<file path="src/rtl/regfile_scoreboard.sv">
// =============================================================================
// regfile_scoreboard : register file with reservation scoreboard and trigger write
// rev 1.0
// =============================================================================
`default_nettype none

module regfile_scoreboard #(
   parameter int                    ADDRESS_WIDTH = 5,
   parameter int                    DATA_WIDTH    = 32,
   parameter bit                    BYPASS        = 1'b1,
   parameter int                    TRIG_REG      = 5,
   parameter logic [DATA_WIDTH-1:0] TRIG_VALUE    = 1
) (
   input  logic                     clk,
   input  logic                     rst_n,
   input  logic [ADDRESS_WIDTH-1:0] AD1_i,
   input  logic [ADDRESS_WIDTH-1:0] AD2_i,
   input  logic [ADDRESS_WIDTH-1:0] AD3_i,
   input  logic                     WE3_i,
   input  logic [DATA_WIDTH-1:0]    WD3_i,
   input  logic                     RSV_i,
   input  logic [ADDRESS_WIDTH-1:0] RSV_AD_i,
   input  logic                     TRIGGER_i,
   output logic [DATA_WIDTH-1:0]    RD1_o,
   output logic [DATA_WIDTH-1:0]    RD2_o,
   output logic                     BUSY1_o,
   output logic                     BUSY2_o,
   output logic [DATA_WIDTH-1:0]    a0_o
);

   localparam int                       NUM_REGS  = 2**ADDRESS_WIDTH;
   localparam int                       A0_REG    = 10;
   localparam logic [ADDRESS_WIDTH-1:0] TRIG_ADDR = ADDRESS_WIDTH'(TRIG_REG);

   logic [DATA_WIDTH-1:0] regs [NUM_REGS];
   logic [NUM_REGS-1:0]   pending;
   logic                  trig_sync1;
   logic                  trig_sync2;
   logic                  trig_prev;
   logic [2:0]            sync_valid;
   logic                  trig_pending;
   logic                  trig_edge;
   logic                  trig_req;
   logic                  trig_collide;
   logic                  trig_write;
   logic                  port_write;
   logic                  fwd1;
   logic                  fwd2;

   assign port_write   = WE3_i && (AD3_i != '0);
   // sync_valid marks which stages hold a real post-reset sample, so a level
   // held high across reset is never mistaken for a rising edge
   assign trig_edge    = sync_valid[2] && trig_sync2 && !trig_prev;
   assign trig_req     = trig_pending || trig_edge;
   assign trig_collide = port_write && (AD3_i == TRIG_ADDR);
   assign trig_write   = trig_req && !trig_collide && (TRIG_ADDR != '0);

   always_ff @(posedge clk or negedge rst_n) begin
      if (!rst_n) begin
         trig_sync1   <= 1'b0;
         trig_sync2   <= 1'b0;
         trig_prev    <= 1'b0;
         sync_valid   <= '0;
         trig_pending <= 1'b0;
      end else begin
         trig_sync1   <= TRIGGER_i;
         trig_sync2   <= trig_sync1;
         trig_prev    <= trig_sync2;
         sync_valid   <= {sync_valid[1:0], 1'b1};
         trig_pending <= trig_req && trig_collide;
      end
   end

   // Later assignments win: a reservation overrides a same-cycle clear.
   always_ff @(posedge clk or negedge rst_n) begin
      if (!rst_n) begin
         for (int i = 0; i < NUM_REGS; i++) begin
            regs[i] <= '0;
         end
         pending <= '0;
      end else begin
         if (port_write) begin
            regs[AD3_i]    <= WD3_i;
            pending[AD3_i] <= 1'b0;
         end
         if (trig_write) begin
            regs[TRIG_ADDR] <= TRIG_VALUE;
         end
         if (RSV_i && (RSV_AD_i != '0)) begin
            pending[RSV_AD_i] <= 1'b1;
         end
      end
   end

   assign fwd1 = BYPASS && port_write && (AD3_i == AD1_i);
   assign fwd2 = BYPASS && port_write && (AD3_i == AD2_i);

   always_comb begin
      RD1_o   = '0;
      RD2_o   = '0;
      BUSY1_o = 1'b0;
      BUSY2_o = 1'b0;
      if (rst_n && (AD1_i != '0)) begin
         RD1_o   = fwd1 ? WD3_i : regs[AD1_i];
         BUSY1_o = pending[AD1_i] && !fwd1;
      end
      if (rst_n && (AD2_i != '0)) begin
         RD2_o   = fwd2 ? WD3_i : regs[AD2_i];
         BUSY2_o = pending[AD2_i] && !fwd2;
      end
   end

   assign a0_o = regs[A0_REG];

endmodule

`default_nettype wire

</file>
<file path="config.mk">
export PLATFORM = sky130hd
export DESIGN_NAME = regfile_scoreboard
export DESIGN_NICKNAME = d
export VERILOG_FILES = /design/src/rtl/regfile_scoreboard.sv
export SDC_FILE = /design/constraint.sdc
export NUM_CORES = 2
export LEC_CHECK = 0
export BUFFER_PORTS_ARGS = -buffer_cell sky130_fd_sc_hd__clkbuf_2
export CAP_MARGIN = 30
export CELL_PAD_IN_SITES_DETAIL_PLACEMENT = 1
export CELL_PAD_IN_SITES_GLOBAL_PLACEMENT = 1
export CORE_MARGIN = 2
export CORE_UTILIZATION = 40
export DETAILED_ROUTE_END_ITERATION = 10
export PLACE_DENSITY_LB_ADDON = 0.1
export SETUP_SLACK_MARGIN = 0.4
export SLEW_MARGIN = 25
export SYNTH_ARGS = -nofsm -noshare
export SYNTH_HDL_FRONTEND = slang
export SYNTH_SLANG_ARGS = --single-unit
</file>
<file path="constraint.sdc">
create_clock -name clk -period 3.3 [get_ports clk]
set_input_delay 0.33 -clock clk [delete_from_list [all_inputs] [get_ports clk]]
set_output_delay 0.33 -clock clk [all_outputs]
set_load 0.01 [all_outputs]
</file>
# Word level (Yosys, flattened, before mapping)
# Index checks and enable logic that the tools add are counted.
dict set report word_totals {
  output_inout_bits 98
  register_bits 1063
}
dict set report op_classes {
  n_bitwise 6
  magnitude_cmp 10
  n_eq_ne 3
  n_reduce_logical 26
  n_mux 27
}
# operator count
set ops {}
lappend ops {{1024-bit bitwise mux} 1}
lappend ops {{864-bit two-way mux} 1}
lappend ops {{32-bit two-way mux} 12}
lappend ops {{32-bit binary-select mux with 5-bit select} 2}
lappend ops {{32-bit demux with 5-bit select} 1}
lappend ops {{32-bit AND} 1}
lappend ops {{32-bit inverter} 1}
lappend ops {{32-bit OR} 1}
lappend ops {{5-bit by 6-bit less-than comparator with 1-bit output, second input constant} 4}
lappend ops {{5-bit nonzero test} 4}
lappend ops {{6-bit >= comparator, second input constant} 3}
lappend ops {{5-bit inverter with 6-bit output} 3}
lappend ops {{1-bit logical AND} 16}
lappend ops {{1-bit binary-select mux with 5-bit select} 2}
lappend ops {{1-bit demux with 5-bit select} 2}
lappend ops {{5-bit equality test} 2}
lappend ops {{5-bit by 1-bit >= comparator with 1-bit output, second input constant} 2}
lappend ops {{6-bit by 1-bit less-than comparator with 1-bit output, second input constant} 1}
lappend ops {{1-bit two-way mux} 6}
lappend ops {{5-bit by 3-bit equality test with 1-bit output, second input constant} 1}
lappend ops {{1-bit logical NOT} 4}
lappend ops {{2-bit nonzero test} 1}
lappend ops {{1-bit logical OR} 1}

# Longest topological paths before layout
dict set report depth {
  word_depth 9
  depth_mapped 9
  mapped_depth_nobuf 5
}

# Least setup slack after synthesis
# OpenSTA, ideal clock, no wires.
dict set report synth_timing {
  path_type {in2out}
  from {input AD1_i[0]}
  to {output RD1_o[11]}
  arrival_ns 2.161
  t_required_ns 2.970
  setup_slack_ns 0.809
  stages 8
  cell_sequence {buf_2 -> buf_2 -> buf_4 -> buf_2 -> mux4_2 -> o22ai_1 -> nor2_1 -> a32o_1}
}
dict set report synth_between {
  elab_chain_len 6
  word_cells_on_any_way 10
  classes_between {1 x eq/ne; 5 x mux; 1 x bitwise; 3 x reduce/logical}
}
# item line
set synth_rtl {}
lappend synth_rtl {{start, declared} 16} ;# input logic [ADDRESS_WIDTH-1:0] AD1_i,
lappend synth_rtl {{5-bit inverter with 6-bit output (implied by the code)} 104} ;# RD1_o = fwd1 ? WD3_i : regs[AD1_i];
lappend synth_rtl {{32-bit binary-select mux with 5-bit select} 104}
lappend synth_rtl {{32-bit two-way mux (implied by the code) (2 in a row)} 104}
lappend synth_rtl {{32-bit two-way mux} 104}
lappend synth_rtl {{32-bit two-way mux *} 103} ;# if (rst_n && (AD1_i != '0)) begin
lappend synth_rtl {{end, declared} 24} ;# output logic [DATA_WIDTH-1:0] RD1_o,
# Every way passes the cells marked *; elsewhere a longest branch is shown, timed or not. The select of a mux whose other input is x is not followed.

# Worst setup path in the final report
dict set report layout_timing {
  from {register regs[652] (netlist name)}
  to {output RD1_o[12]}
}
dict set report layout_between {
  elab_chain_len 5
}
# item line
set layout_rtl {}
lappend layout_rtl {{start, declared} 35} ;# logic [DATA_WIDTH-1:0] regs [NUM_REGS];
lappend layout_rtl {{start signal, assigned by index} 83} ;# regs[AD3_i] <= WD3_i;
lappend layout_rtl {{32-bit binary-select mux with 5-bit select} 104}
lappend layout_rtl {{32-bit two-way mux (implied by the code) (2 in a row)} 104}
lappend layout_rtl {{32-bit two-way mux} 104}
lappend layout_rtl {{32-bit two-way mux} 103}
# No other way between the ends. The select of a mux whose other input is x is not followed.

==> results by group <==
Floorplanning
  – I/O pin count: ~160
  – Die Y: 384 um
  – Initial Util: about two fifths
  – Core Area: about 140000 sq um
  – Row count: between 100 and 150
  – Die Width: 384 um
  – Die area: around 150000 sq um

Job
  – Max Cap Violations: 0

Logic synthesis
  – Leading area contributor after synthesis: dfrtp_1
  – Ys async rst share: between 90% and 100%
  – Syn Inst Count: between 4k and 5k
  – Most instantiated library cell after synthesis: dfrtp_1
  – Yosys reg bits: approximately 1.1k
  – Share of Yosys cell area claimed by the top area cell type: 46.1%
  – Sequential area share after synthesis: 46.1%
  – Syn Area/Cell: approximately 13 sq um
  – Yosys cell types: 50
  – Synth Warn #: 0
  – Mapped cell area: between 50000 and 60000 sq um
  – Top cells by count, synth: dfrtp_1, mux2_2, mux2i_1
  – Top area cells in the synthesized netlist: dfrtp_1, mux2_2, mux4_2, mux2i_1, a22oi_1
  – Post-Syn Nets: around 4.4k
  – Primary FF master, synth: dfrtp_1
  – Post-synth EDFFs: 0

Hold path
  – Worst Hold Class: primary input to register
  – Hold Path Sink: regs[135]
  – Hold path cells: 2
  – Hold Path Origin: WD3_i[7]

Global route
  – Initial antenna violation count: 12
  – Total GRT Usage: 31.2%
  – Largest net degree at the start of global routing: 161
  – Total gr overflow: 0
  – First-pass GRT wire length: 329000 um
  – Vias in the first global route: about 42k

Power and ir drop
  – Combinational share of power: roughly 22%
  – Power Density: 602 nW/um^2
  – Switch share: between 20% and 30%
  – Register share of total power: a little over two fifths
  – Sw power: roughly 12000 uW
  – Clk pwr share: a little over a third
  – Peak VDD IR: roughly 0.52 mV
  – Pint: ~30000 uW
  – Lkg Pwr: 0.0310 uW

Status
  – Status: finished clean

Layout
  – Design Area, Final: between 60000 and 70000 sq um
  – Share of layout cells above drive strength 1: 48.7%
  – Final Net Count: about 4.6k
  – Synth-to-Final Area Change: 19.4%

STA
  – Final setup violation count: 0
  – Max Slew Vio Count: 0
  – Unrepaired setup endpoints after global routing: true
  – Slew @ Worst Pin: just under 1 ns
  – Final hold slack: 0.115 ns
  – Fmax: approximately 320 MHz
  – Hold Fails Final Rpt: 0
  – Post-route setup TNS: 0 ns
  – Crit path time final: about 3.1 ns
  – Period utilization: 94.8%
  – Slew HR: 34.4%
  – Clock skew: 0.0343 ns

Setup path
  – Cells along the critical path: mux4_2 > mux2_4 > a221oi_4 > o21ai_2 > buf_6 > buf_6 > clkbuf_8
  – Cell mode on critical path: buf_6
  – R2r worst-path depth: 4
  – Reg2reg end: regs[836]
  – Critical path's largest stage delay: between 0.4 and 0.5 ns
  – Reg2reg start: sync_valid[2]
  – Critical Path Sink Type: output pin
  – Worst R2R Setup Slack: roughly 1.7 ns
  – Slowest-stage cell, CP: mux4_2
  – Worst-path maximum fanout: 2
  – CP required: between 2 and 3 ns
  – Crit Path Class: register to output pin
  – CP arrival: ~2.8 ns
  – Crit start category: register

CTS
  – Clock transition at path regs: 0.06 ns
  – Worst skew pair latency: ~0.8 ns
  – Clock buffer depth: 3
  – CTS root buf: clkbuf_16
  – CTS tree: yes
  – CTS buffer count: 133
  – Num Clock Sinks: about 1.1k
  – H-tree depth: 4

Detailed routing
  – DRT antenna net count: 0
  – Drt via density: roughly 6.3
  – Routed via count: a little over 40k
  – Iter 0 DRT Violations: about 3.1k
  – Routed WL per cell: approximately 35 um
  – Pre-antenna DRT Iters: 6
  – Remaining routing DRC violations: 0
  – Final WL: approximately 230000 um

Place
  – Count of input and output buffers: roughly 150
  – Post-detail-place hpwl: about 140000 um
  – Placer Congestion: just over 0.8
  – Placed cell area: just over 60000 sq um
[stage by stage]
stage                     power (uW)  std cells  setup slack (ns)  util, %
final                          41500       6519             0.171     48.1
after global routing           43100       6519             0.128     48.1
after CTS                      41400       6484             0.123     47.5
after detailed placement       25800       6151             0.106     43.3
after global placement         25500       6149            -0.272     43.3
after floorplan                22700       4338             0.809        -
[cells in the final DEF (no fill, tap or decap), types with 44 or more instances in the layout]
master	n
a22o_1	72
nand2_1	94
nor2_1	54
mux2_2	972
clkbuf_16	142
a21oi_1	103
buf_4	284
clkbuf_2	113
mux4_2	273
mux2i_1	534
dfrtp_1	1051
buf_12	88
a22oi_1	152
o22ai_1	44
nand3_1	45
[worst max-delay path by stage]
stage	to	start	slack, ns
2_1_floorplan	RD1_o[11]	AD1_i[0]	0.81
3_3_place_gp	RD1_o[12]	AD1_i[2]	-0.27
3_5_place_dp	RD1_o[13]	AD1_i[0]	0.11
4_1_cts	RD1_o[12]	a0_o[12]	0.12
5_1_grt	RD1_o[12]	a0_o[12]	0.13
6_report	RD1_o[12]	regs[652]	0.17
[critical path, delay by kind of cell (launching register included)]
family / cells / cell delay [ns]
flip-flops: 1 / 0.39
multiplexers: 2 / 0.80
AO/OA/AOI/OAI: 2 / 0.44
buffers and inverters: 3 / 0.38
[layout make-up]
| cell class | count | area (sq um) |
|---|---|---|
| Antenna cell | 4 | 10.0 |
| Sequential cell | 1063 | 26600 |
| Clock buffer | 200 | 4010 |
| Clock inverter | 31 | 369 |
| Timing Repair Buffer | 556 | 5430 |
| Inverter | 4 | 15.0 |
| Fill cell | 14200 | 74400 |
| Tap cell | 1903 | 2380 |
| Multi-Input combinational cell | 2758 | 30100 |
[repair_timing]
action / 4_1_cts / 5_1_grt
setup buffers: 87 / 28
cloned: 1 / 3
hold endpoints to repair: 328 / 0
endpoints found under the setup margin: 63 / 61
hold buffers: 14 / 0
resized for setup: 221 / 116
pin swaps: 77 / 62
[flip-flops by register name (all words and copies together), names as in the netlist]
register / cells
a0_o: 32
pending: 32
regs: 992
sync_valid: 3
trig_pending: 1
trig_prev: 1
trig_sync1: 1
trig_sync2: 1
[routing by layer]
layer | up-vias | track usage, % | part of all wire, %
met5 | - | 0 | 0.019
met4 | 6 | 9.51 | 3.0
met3 | 356 | 5.67 | 6.4
met2 | 1355 | 48.1 | 46
met1 | 22400 | 44.7 | 45
li1 | 16800 | - | -
[power groups by stage]
stage          clock (uW)  sequential [uW]  combinational [uW]
2_1_floorplan           0            16900                5880
3_3_place_gp            0            17500                7970
3_5_place_dp            0            17600                8150
4_1_cts             15200            17300                8890
5_1_grt             15600            17700                9750
6_report            14900            17400                9150
[cells by family (layout without fill, tap and decap cells)]
logic type	count (synthesis)	count (layout)	synth area share, %
AND/OR/NAND/NOR	364	364	2.90
multiplexers	1834	1834	39.9
AO/OA/AOI/OAI	549	549	6.86
flip-flops	1063	1063	46.1
other	1	5	0.00650
buffers and inverters	517	791	4.01
XOR/XNOR	10	10	0.152
Power figures use the tool's default switching activity.
